### config.mk
export PLATFORM = sky130hd
export DESIGN_NAME = result_unloader
export DESIGN_NICKNAME = d
export VERILOG_FILES = /design/src/rtl/tpu_pkg.sv /design/src/rtl/unloader_col_capture.sv /design/src/rtl/result_unloader.sv
export SDC_FILE = /design/constraint.sdc
export NUM_CORES = 1
export LEC_CHECK = 0
export ABC_AREA = 1
export ABC_CLOCK_PERIOD_IN_PS = 5750
export CORE_UTILIZATION = 30
export CTS_BUF_LIST = sky130_fd_sc_hd__clkbuf_16
export DETAILED_ROUTE_END_ITERATION = 16
export PLACE_DENSITY = 0.43
export SLEW_MARGIN = 20
export SYNTH_ARGS = -nofsm -noshare
export SYNTH_HDL_FRONTEND = slang
export SYNTH_HIERARCHICAL = 1
export SYNTH_SLANG_ARGS = --single-unit
### constraint.sdc
create_clock -name clk -period 5.75 [get_ports clk]
set_input_delay 1.15 -clock clk [delete_from_list [all_inputs] [get_ports clk]]
set_output_delay 1.15 -clock clk [all_outputs]
set_load 0.01 [all_outputs]
### src/rtl/tpu_pkg.sv
// tpu_pkg: shared fixed-point types, array defaults and unloader state encoding.
// Contents: N_DEFAULT (systolic dimension), FRAC_BITS (Q8.8), fixed16_t, unl_state_e.
package tpu_pkg;
    localparam int N_DEFAULT = 4;
    localparam int FRAC_BITS = 8;
    typedef logic signed [15:0] fixed16_t;
    typedef enum logic {FILL, DRAIN} unl_state_e;
endpackage

### src/rtl/unloader_col_capture.sv
// unloader_col_capture: one array column's row counter, write enable, accumulate adder and buffer.
// Ports: clk/rst; en (block in FILL); clr (zero buffer); done (tile complete, clear counter);
//        acc (accumulate instead of overwrite); valid/data (column element);
//        rd_row/rd_data (drain read port); wr (element accepted); drop (element rejected);
//        full_next (counter reaches N after this cycle).
module unloader_col_capture
    import tpu_pkg::*;
#(
    parameter int N      = N_DEFAULT,
    parameter int DATA_W = 16
) (
    input  logic                 clk,
    input  logic                 rst,
    input  logic                 en,
    input  logic                 clr,
    input  logic                 done,
    input  logic                 acc,
    input  logic                 valid,
    input  logic [DATA_W-1:0]    data,
    input  logic [$clog2(N)-1:0] rd_row,
    output logic [DATA_W-1:0]    rd_data,
    output logic                 wr,
    output logic                 drop,
    output logic                 full_next
);
    localparam int CW = $clog2(N + 1);
    localparam int RW = $clog2(N);

    logic [CW-1:0]     cnt_q, cnt_d;
    logic [DATA_W-1:0] buf_q [N];
    logic [RW-1:0]     wr_row;
    logic              full;

    assign full      = cnt_q == CW'(N);
    assign wr        = en && valid && !full;
    assign drop      = valid && (!en || full);
    // Looks ahead so the tile can complete in the same cycle as its last element.
    assign full_next = full || (wr && cnt_q == CW'(N - 1));
    assign cnt_d     = done ? '0 : cnt_q + CW'(wr);
    assign wr_row    = cnt_q[RW-1:0];
    assign rd_data   = buf_q[rd_row];

    always_ff @(posedge clk) begin
        if (rst) cnt_q <= '0;
        else     cnt_q <= cnt_d;
    end

    // Accumulate is a plain DATA_W two's-complement add: it wraps, never saturates.
    always_ff @(posedge clk) begin
        if (rst || clr) begin
            for (int i = 0; i < N; i++) buf_q[i] <= '0;
        end else if (wr) begin
            buf_q[wr_row] <= acc ? buf_q[wr_row] + data : data;
        end
    end
endmodule

### src/rtl/result_unloader.sv
// result_unloader: collects an NxN result tile column-by-column from a systolic array,
// optionally accumulating onto buffered partial sums, then drains it row-major.
// Ports: clk/rst (sync, active high); col_valid/col_data (per-column elements, rows in order);
//        acc_mode/final_tile (sampled with a tile's first accepted element); in_ready (FILL);
//        out_valid/out_ready/out_data/out_row/out_col/out_last (drain stream);
//        err_drop (sticky: element arrived during DRAIN or into a full column).
module result_unloader
    import tpu_pkg::*;
#(
    parameter int N      = N_DEFAULT,
    parameter int DATA_W = 16
) (
    input  logic                 clk,
    input  logic                 rst,
    input  logic [N-1:0]         col_valid,
    input  logic [N*DATA_W-1:0]  col_data,
    input  logic                 acc_mode,
    input  logic                 final_tile,
    output logic                 in_ready,
    output logic                 out_valid,
    input  logic                 out_ready,
    output logic [DATA_W-1:0]    out_data,
    output logic [$clog2(N)-1:0] out_row,
    output logic [$clog2(N)-1:0] out_col,
    output logic                 out_last,
    output logic                 err_drop
);
    localparam int RW = $clog2(N);

    unl_state_e        state_q, state_d;
    logic              started_q, started_d, acc_q, acc_d, fin_q, fin_d, err_q, err_d;
    logic [RW-1:0]     row_q, row_d, col_q, col_d;
    logic [N-1:0]      wr, drop, full_next;
    logic [DATA_W-1:0] rd [N];
    logic              fill, tile_done, eff_acc, eff_fin, hs, clr, col_end, row_end;

    assign fill      = state_q == FILL;
    // Before a tile's first element is latched, the live mode inputs apply to that element.
    assign eff_acc   = started_q ? acc_q : acc_mode;
    assign eff_fin   = started_q ? fin_q : final_tile;
    assign tile_done = fill && &full_next;
    assign hs        = out_valid && out_ready;
    assign clr       = hs && out_last;
    assign col_end   = col_q == RW'(N - 1);
    assign row_end   = row_q == RW'(N - 1);

    for (genvar j = 0; j < N; j++) begin : g_col
        unloader_col_capture #(.N(N), .DATA_W(DATA_W)) u_col (
            .clk       (clk),
            .rst       (rst),
            .en        (fill),
            .clr       (clr),
            .done      (tile_done),
            .acc       (eff_acc),
            .valid     (col_valid[j]),
            .data      (col_data[j*DATA_W +: DATA_W]),
            .rd_row    (row_q),
            .rd_data   (rd[j]),
            .wr        (wr[j]),
            .drop      (drop[j]),
            .full_next (full_next[j])
        );
    end

    assign in_ready  = fill;
    assign out_valid = !fill;
    assign out_data  = out_valid ? rd[col_q] : '0;
    assign out_row   = row_q;
    assign out_col   = col_q;
    assign out_last  = out_valid && row_end && col_end;
    assign err_drop  = err_q;

    always_comb begin
        state_d   = state_q;
        started_d = started_q;
        acc_d     = acc_q;
        fin_d     = fin_q;
        row_d     = row_q;
        col_d     = col_q;
        err_d     = err_q || |drop;
        if (fill) begin
            if (!started_q && |wr) begin
                started_d = 1'b1;
                acc_d     = acc_mode;
                fin_d     = final_tile;
            end
            if (tile_done) begin
                started_d = 1'b0;
                state_d   = eff_fin ? DRAIN : FILL;
            end
        end else if (hs) begin
            col_d   = col_end ? '0 : col_q + 1'b1;
            row_d   = col_end ? (row_end ? '0 : row_q + 1'b1) : row_q;
            state_d = out_last ? FILL : DRAIN;
        end
    end

    always_ff @(posedge clk) begin
        if (rst) begin
            state_q   <= FILL;
            started_q <= 1'b0;
            acc_q     <= 1'b0;
            fin_q     <= 1'b0;
            err_q     <= 1'b0;
            row_q     <= '0;
            col_q     <= '0;
        end else begin
            state_q   <= state_d;
            started_q <= started_d;
            acc_q     <= acc_d;
            fin_q     <= fin_d;
            err_q     <= err_d;
            row_q     <= row_d;
            col_q     <= col_d;
        end
    end
endmodule

==> impl_results.md <==
- Status: completed
- #FFs+latches synth: ~280
- Cell area after synthesis: 18900 sq um
- GRT overflow: 0
- Chip Width: about 250 um
- Fin. max-slew vios: 0
- Type of the worst setup path: register to primary output
- CP Max Fanout: between 60 and 70
- Worst r2r src: out_row[0]$_SDFFE_PP0P_
- Crit. Startpoint: out_row[0]$_SDFFE_PP0P_
- Length in cells of the worst reg-to-reg path: 9
- DR WL/cell: 18.9 um
- Slew margin rel.: 29.9%
- Final min period: 5.01 ns
- Finished Layout Cells: 3467
- Reg-to-reg endpoint: g_col[1].u_col/buf_q[1][4]$_SDFFCE_PN0P_
- Setup ws final: 0.738 ns
- Post-cts repair resize count: 0
- Hold depth: 2
- Most used DFF post-synth: edfxtp_1
- Vias after detailed routing: 17100
- TritonCTS sink count: 277
- Site Rows: between 90 and 100
- Max Cap Viol: 0
- DR iter-0 viols: roughly 1300
- Worst Path Arrival: 3.86 ns
- Hold Crit Class: register to register
- Area leader, netlist: edfxtp_1
- Final ANT Viol Nets: 0
- Synth top area share: 40.6%
- Maximum achievable frequency: 0.200 GHz
- Die Footprint: 64100 sq um
- TNS Setup: 0 ns
- Most common cell in the netlist: nand2_1
- IO Port Bufs: 96
- Seq/Total Area, Yosys: 42.8%
- Estimated wirelength of the detail-placed design: between 40000 and 50000 um
- CTS clk-pin slew, worst paths: roughly 0.060 ns
- Ratio of cells with drive above 1 in the final layout: 7.72%
- Drt pass-1 iters: 5
- Critical path launch point type: register
- Hold_buf cts: 0
- CTS H-tree depth: 2
- Synth Warn #: 6
- CTS buffer count: 35
- Final hold vios: 0
- Setup crit end kind: primary output
- CP required: between 4 and 5 ns
- Max IR drop VDD: 175 uV
- Initial antenna violation count: 0
- Core ar.: about 62000 sq um
- Vias in the first global route: about 16000
- Largest net degree at the start of global routing: 117
- Area contributors post-synth: edfxtp_1 (41%), nand2_1 (14%), nor2_1 (8.5%), inv_1 (5.6%), ha_1 (4.6%)
- Total track usage: between 20% and 30%
- Yosys cell types: 37
- Residual DRC: 0
- Die Height: around 250 um
- Top cells by count, synth: nand2_1 (718), nor2_1 (430), inv_1 (284)
- Area Growth Syn to Fin: 14.2%
- Syn_nets: 2692
- Layout net count: between 2000 and 3000
- Leakage: 9.63 nW
- Io pins: 97
- Clock root cell: clkbuf_16
- Vias/cell: 4.94
- Total power: 5.94 mW
- Cells after DPL: 3405
- FFs w/ async S/R, synth: 0%
- Worst-skew pair later-pin latency: 0.55 ns
- Placement Setup Slack: 1.36 ns
- Hold_sp: acc_q$_SDFFE_PP0P_
- # diodes: 0
- EDFF count, synth: 256
- First-pass GRT wire length: 99000 um
- R2R setup slack: 2.08 ns
- Initial Util: 30.5%
- TritonCTS clock tree: built
- Cells after Synth: 2545
- RSZ-0062 raised after global routing: false
- Final period util: roughly 87%
- Setup bufs post-CTS: 0
- GP Congestion: 0.834
- Clock Skews: 0.0309 ns
- Worst-case clock buffer depth: 3
- Hold worst-path end: acc_q$_SDFFE_PP0P_
- Slew at the pin closest to its max-slew limit: 1.05 ns
- Pwr Density: 274 nW/um^2
- Synthesized area per cell: 7.44 sq um
- Final WL: about 66000 um
- # setup viols final: 0
[cell families (layout without fill, tap and decap cells)]
group,Yosys count,in the layout,synth area share (%)
AOI/OAI and AO/OA,292,292,8.19
xor gates and xnor gates,8,8,0.370
adders and majority gates,74,74,5.05
buffers and inverters,381,466,8.87
DFF,277,277,42.8
muxes,8,8,0.423
and+or+nand+nor,1505,1505,34.3
[how the worst max path moves through the flow]
stage	end
after floorplan	g_col[1].u_col/buf_q[1][0]$_SDFFCE_PN0P_
after global placement	out_data[6]
after detailed placement	out_data[6]
after CTS	out_data[6]
after global routing	out_data[15]
final	out_data[6]
[where the power goes]
| part | internal [mW] | switching [mW] |
|---|---|---|
| Combinational | 0.445 | 0.956 |
| Clock | 1.24 | 0.866 |
| Sequential | 2.35 | 0.0844 |
[flip-flops by register name, summed over array words and instances, names as in the netlist]
name               cells
g_col.u_col/buf_q    256
g_col.u_col/cnt_q     12
out_col                2
out_row                2
acc_q                  1
err_drop               1
fin_q                  1
out_valid              1
started_q              1
[cell usage in the layout, fill, tap and decap left out, types with 13 or more instances in the layout]
cell type / netlist / layout
ha_1: 70 / 70
o21ai_0: 138 / 137
clkdlybuf4s50_1: 0 / 96
nand2_1: 718 / 718
or2_2: 31 / 31
nor3_1: 24 / 24
a21oi_1: 76 / 76
o21ai_1: 13 / 13
clkbuf_16: 0 / 35
o22ai_1: 60 / 60
dfxtp_1: 21 / 19
nand3_1: 132 / 132
inv_1: 284 / 290
nor2_2: 62 / 68
edfxtp_1: 256 / 256
nand2_4: 20 / 20
nor2_1: 430 / 424
nand4_1: 66 / 66
[critical path: stages, from the launching register on]
cell and delay, ns:
dfxtp_4 0.64, buf_4 0.65, o21ai_0 0.21, o22ai_1 0.27, nand2_1 0.22, nand2_1 0.11
nand2_1 0.05, a21oi_1 0.48, clkdlybuf4s50_1 0.64
[area by class of cell]
cell class,count,area [sq um]
fillers,6546,40400
multi-input cells,1887,9170
flip-flops and latches,277,8110
inverters,294,1130
repair buffers,110,1090
well taps,837,1050
clock buffers,35,876
clock inverters,27,195
[through the flow]
| stage | instance area, sq um | util (%) | hold slack [ns] |
|---|---|---|---|
| after floorplan | 18900 | - | 0.451 |
| after global placement | 20600 | 33.1 | 0.465 |
| after detailed placement | 20600 | 33.1 | 0.474 |
| after CTS | 21600 | 34.9 | 0.488 |
| after global routing | 21600 | 34.9 | 0.536 |
| final | 21600 | 34.9 | 0.489 |
[layer usage]
| layer | track usage (%) | vias up | wire length [um] |
|---|---|---|---|
| li1 | - | 8452 | - |
| met1 | 28.6 | 8249 | 31700 |
| met2 | 33.6 | 385 | 30400 |
| met3 | 2.04 | 53 | 2550 |
| met4 | 4.76 | 0 | 979 |
| met5 | 0 | - | 0 |
Power figures use the tool's default switching activity.
